[src/rtl/uart_pkg.sv]
// Shared UART definitions: frame state encoding, data width, default
// oversampling ratio and the parity helper used by both TX and RX.
package uart_pkg;

  localparam int DATA_W          = 8;
  localparam int UART_OVERSAMPLE = 16;

  typedef enum logic [2:0] {
    IDLE   = 3'd0,
    START  = 3'd1,
    DATA   = 3'd2,
    PARITY = 3'd3,
    STOP   = 3'd4
  } uart_state_e;

  function automatic logic parity(input logic mode, input logic [DATA_W-1:0] data);
    return mode ^ (^data);
  endfunction

endpackage

[src/rtl/uart_tx.sv]
// 8-bit UART transmitter: start bit, data LSB first, optional parity, stop bit(s),
// each bit held for OVERSAMPLE clocks. tx, busy and done are registered.
module uart_tx
  import uart_pkg::*;
#(
  parameter int   OVERSAMPLE  = UART_OVERSAMPLE,
  parameter int   PARITY_EN   = 1,
  parameter logic PARITY_MODE = 1'b0,
  parameter int   STOP_BITS   = 1
) (
  input  logic              clk,
  input  logic              rst_n,
  input  logic [DATA_W-1:0] datain,
  input  logic              wrsig,
  output logic              tx,
  output logic              busy,
  output logic              done
);

  localparam int TICK_W = (OVERSAMPLE > 1) ? $clog2(OVERSAMPLE) : 1;
  localparam int BIT_W  = $clog2(DATA_W);

  localparam logic [TICK_W-1:0] TICK_LAST = TICK_W'(OVERSAMPLE - 1);
  localparam logic [BIT_W-1:0]  BIT_LAST  = BIT_W'(DATA_W - 1);
  localparam logic [BIT_W-1:0]  STOP_LAST = BIT_W'(STOP_BITS - 1);

  uart_state_e       state_r, state_nxt_s;
  logic [TICK_W-1:0] tick_r, tick_nxt_s;
  logic [BIT_W-1:0]  bit_r, bit_nxt_s;
  logic [DATA_W-1:0] data_r;
  logic              parity_r;
  logic              tx_r, busy_r, done_r;
  logic              tx_nxt_s, busy_nxt_s, done_nxt_s;
  logic              tick_end_s;

  assign tick_end_s = (tick_r == TICK_LAST);

  // State, counters, latched byte and registered outputs
  always_ff @(posedge clk) begin
    if (!rst_n) begin
      state_r  <= IDLE;
      tick_r   <= '0;
      bit_r    <= '0;
      data_r   <= '0;
      parity_r <= 1'b0;
      tx_r     <= 1'b1;
      busy_r   <= 1'b0;
      done_r   <= 1'b0;
    end else begin
      state_r <= state_nxt_s;
      tick_r  <= tick_nxt_s;
      bit_r   <= bit_nxt_s;
      tx_r    <= tx_nxt_s;
      busy_r  <= busy_nxt_s;
      done_r  <= done_nxt_s;
      if (state_r == IDLE && wrsig) begin
        data_r   <= datain;
        parity_r <= parity(PARITY_MODE, datain);
      end
    end
  end

  // Next state, tick counter and bit index (bit index also counts stop bits)
  always_comb begin
    state_nxt_s = state_r;
    tick_nxt_s  = tick_r;
    bit_nxt_s   = bit_r;
    case (state_r)
      IDLE: begin
        tick_nxt_s = '0;
        bit_nxt_s  = '0;
        if (wrsig) begin
          state_nxt_s = START;
        end else begin
          state_nxt_s = IDLE;
        end
      end
      START: begin
        if (tick_end_s) begin
          state_nxt_s = DATA;
          tick_nxt_s  = '0;
          bit_nxt_s   = '0;
        end else begin
          tick_nxt_s = tick_r + TICK_W'(1);
        end
      end
      DATA: begin
        if (tick_end_s) begin
          tick_nxt_s = '0;
          if (bit_r == BIT_LAST) begin
            bit_nxt_s = '0;
            if (PARITY_EN != 0) begin
              state_nxt_s = PARITY;
            end else begin
              state_nxt_s = STOP;
            end
          end else begin
            bit_nxt_s = bit_r + BIT_W'(1);
          end
        end else begin
          tick_nxt_s = tick_r + TICK_W'(1);
        end
      end
      PARITY: begin
        if (tick_end_s) begin
          state_nxt_s = STOP;
          tick_nxt_s  = '0;
          bit_nxt_s   = '0;
        end else begin
          tick_nxt_s = tick_r + TICK_W'(1);
        end
      end
      STOP: begin
        if (tick_end_s) begin
          tick_nxt_s = '0;
          if (bit_r == STOP_LAST) begin
            state_nxt_s = IDLE;
            bit_nxt_s   = '0;
          end else begin
            bit_nxt_s = bit_r + BIT_W'(1);
          end
        end else begin
          tick_nxt_s = tick_r + TICK_W'(1);
        end
      end
      default: begin
        state_nxt_s = IDLE;
        tick_nxt_s  = '0;
        bit_nxt_s   = '0;
      end
    endcase
  end

  // Output values for the coming cycle, decoded from the next state so tx is registered
  always_comb begin
    tx_nxt_s   = 1'b1;
    busy_nxt_s = (state_nxt_s != IDLE);
    done_nxt_s = (state_r == STOP) && (state_nxt_s == IDLE);
    case (state_nxt_s)
      IDLE:    tx_nxt_s = 1'b1;
      START:   tx_nxt_s = 1'b0;
      DATA:    tx_nxt_s = data_r[bit_nxt_s];
      PARITY:  tx_nxt_s = parity_r;
      STOP:    tx_nxt_s = 1'b1;
      default: tx_nxt_s = 1'b1;
    endcase
  end

  assign tx   = tx_r;
  assign busy = busy_r;
  assign done = done_r;

endmodule

[config.mk]
export PLATFORM = sky130hd
export DESIGN_NAME = uart_tx
export DESIGN_NICKNAME = d
export VERILOG_FILES = /design/src/rtl/uart_pkg.sv /design/src/rtl/uart_tx.sv
export SDC_FILE = /design/constraint.sdc
export NUM_CORES = 1
export LEC_CHECK = 0
export ABC_CLOCK_PERIOD_IN_PS = 2100
export CORE_MARGIN = 4
export CORE_UTILIZATION = 49
export DETAILED_ROUTE_END_ITERATION = 8
export GPL_TIMING_DRIVEN = 1
export PLACE_DENSITY_LB_ADDON = 0.05
export SYNTH_ARGS = -nofsm -noshare
export SYNTH_HDL_FRONTEND = slang
export SYNTH_SLANG_ARGS = --single-unit
[constraint.sdc]
create_clock -name clk -period 2.1 [get_ports clk]
set_input_delay 0.525 -clock clk [delete_from_list [all_inputs] [get_ports clk]]
set_output_delay 0.525 -clock clk [all_outputs]
set_load 0.005 [all_outputs]
==> qor.yml <==
die:
  die_w_um: 58.1
  rows: 17
  core-area_um2: 2300
  dieArea_um2: 3380
  die_h_um: 58.1
  boundaryPins: 14
  initial_utilization_pct: 53.5
setup_path:
  end_kind: "flip-flop"
  critPathBufInv: 1
  cp_slowest_stage_delay_ns: 0.37
  rrSetupSlack_ns: -0.10
  path_max_fanout: 5
  cp.arrival_ns: 2.45
  crit_slowest_cell: "dfxtp_2"
  path_class: "flip-flop to flip-flop"
  crit_family: "simple AND/OR/NAND/NOR gates"
  critPathLaunchType: "flip-flop"
  path_cells: "inv_2 > ha_2 > and2b_1 > o22a_4 > or3_4 > or3_1 > a311oi_1 > a211oi_1 > a22oi_1"
  cp_data_required_time_ns: 2.35
synthesis:
  ys_seq_area_share_pct: 35.8
  ys.flop_type: "dfxtp_1"
  yosysWarnings: 0
  async_reset_ff_share_pct: 0
  syn_nets: 158
  synth_cells: 143
  ys_ff_latch: 22
  avgSynthCellArea_um2: 8.60
  synth_cell_type_count: 41
  syn_area_um2: 1230
  synth_edf_count: 0
placement:
  gp_congestion: 0.867
  portBuffers: 13
  dp_hpwl_mm: 2.00
  placed_area_um2: 1490
clock_tree:
  clock_latency_ns: 0.31
  clk_path_buf_depth: 2
  cts.sinks: 22
  postCtsSetupBuffers: 0
  htreeDepth: 1
  root_buffer: "clkbuf_4"
  cts_tree: "done"
  clk_pin_slew_ns: 0.12
  cts_made_buffers: 3
pwr:
  ir_drop_mv: 0.374
  p_per_area_nw_per_um2: 576
  power.total_mw: 0.888
  power.leakage_nw: 0.586
global_route:
  grt_pass1_wl_mm: 4.42
  grt_pass1_vias: 1037
  track_usage_pct: 16.9
  antenna_found_initial: 0
  grt_max_degree: 14
  gr-total-overflow: 0
cells_and_area:
  insertedDiodeCount: 0
  final_util_pct: 67.1
  final_area_um2: 1540
  nets: 188
  syn2layout_area_growth_pct: 25.3
  drive_gt1_share_pct: 17.4
detailed_routing:
  drt-vias-per-instance: 5.68
  detail-route-antenna-nets: 0
  drc_errors: 0
  vias: 1135
  drt_iter0_drc: 46
  wl_mm: 2.61
  wire_per_inst_um: 13.0
  first_pass_iters: 4
timing:
  fin_setup_tns_ns: -0.105
  hold_ws_ns: 0.472
  rsz0062_at_grt: "yes"
  fin_crit_ns: 2.20
  finalSetupViolations: 1
  hold_viol: 0
  max_slew_margin_pct: 75.0
  clock_skew_ns: 0.00134
  slew_viol_final: 0
  setup_slack_ns: -0.105
  clock.fmax_mhz: 454
  worst_pin_slew_ns: 0.372
  post-route-period-util_pct: 105
status:
  violations: "setup timing"
  status: "finished with violations"
worst_hold_path:
  hp-class: "flip-flop to flip-flop"
run:
  drv_cap: 0
==> layout by cell type, fill, tap and decap left out, types with 2 or more instances in the layout <==
cell,instances
o31ai_1,2
xnor2_1,9
o21ai_1,2
or3_1,3
clkdlybuf4s50_1,13
nand3b_1,4
a32oi_1,2
ha_1,3
xor2_1,2
a21oi_1,4
nand3_1,4
nand2b_4,2
nor3_1,2
o22ai_1,2
clkbuf_4,3
o21a_1,2
inv_1,2
nand2_1,29
dfxtp_1,20
buf_4,17
nor2_1,9
and2_1,5
o21ai_0,2
dfxtp_2,2
a21boi_1,8
==> worst paths after layout <==
path                                             start                      to  cells past startpoint
worst max-delay path               bit_r[0]$_SDFF_PN0_           tx$_SDFF_PN1_                      9
worst min-delay path            data_r[5]$_SDFFE_PN0N_  data_r[5]$_SDFFE_PN0N_                      2
worst max register to register     bit_r[0]$_SDFF_PN0_           tx$_SDFF_PN1_                      9
worst min register to register  data_r[5]$_SDFFE_PN0N_  data_r[5]$_SDFFE_PN0N_                      2
==> cell type report <==
| cell class | count | area (µm²) |
|---|---|---|
| multi-input combinational | 113 | 742 |
| inverter | 3 | 11.3 |
| sequential | 22 | 443 |
| tap | 28 | 35.0 |
| clock buffer | 3 | 22.5 |
| fill | 204 | 756 |
| clock inverter | 1 | 30.0 |
| timing repair buffer | 30 | 258 |
==> synth_stat cells, drive strengths merged (3+ instances only) <==
cell type	number	share of area, %
dfxtp	22	36
inv	3	0.92
nand2	29	8.9
o21ai	4	1.6
nand3b	4	2.4
a21boi	8	4.9
buf	4	2.8
ha	4	4.1
xnor2	9	6.4
and2	5	2.5
nand3	4	1.6
or3	4	2.4
nor2	9	2.7
a21oi	4	1.6
==> flip-flops by register name (all words and copies together) (netlist names) <==
| name | flops |
|---|---|
| done | 1 |
| data_r | 8 |
| busy | 1 |
| tx | 1 |
| bit_r | 3 |
| state_r | 3 |
| tick_r | 4 |
| parity_r | 1 |
==> worst min-delay path: cells and delay by family, from the launching register on <==
family,cells,cell delay [ns]
AO/OA/AOI/OAI,1,0.06
flip-flops,1,0.33
AND/OR/NAND/NOR,1,0.05
==> per-layer routing <==
| metal | up-vias | wire [µm] | track usage (%) |
|---|---|---|---|
| met4 | 0 | 66 | 7.95 |
| met1 | 535 | 1270 | 22.8 |
| met3 | 7 | 91 | 2.67 |
| li1 | 566 | - | - |
| met2 | 27 | 1180 | 26.1 |
| met5 | - | 0 | 0 |
==> cells by family after synthesis <==
logic type	count (synthesis)	synth area share (%)
buf+inv	8	4.07
mux	1	0.814
simple gates	65	28.1
fa+ha+maj	4	4.07
xor+xnor	11	7.83
compound gates	32	19.3
flops	22	35.8
==> power by group <==
group | internal, mW | leakage [nW] | switching, mW
sequential | 0.434 | 0.181 | 0.00891
clock | 0.193 | 0.0279 | 0.133
combinational | 0.0660 | 0.377 | 0.0533
==> metrics by stage <==
stage / setup WS [ns] / std cells
detailed placement: -0.115 / 196
finish: -0.105 / 200
global route: -0.203 / 200
global placement: -0.0508 / 196
floorplan: -0.0651 / 143
CTS: -0.123 / 200
==> timing repair <==
item                                   4_1_cts  5_1_grt
endpoints found under the hold margin        0        0
hold buffers                                 0        0
setup endpoints to repair                    1        1
resized for setup                            2        0
Note: power is estimated with default switching activity, not from simulation.
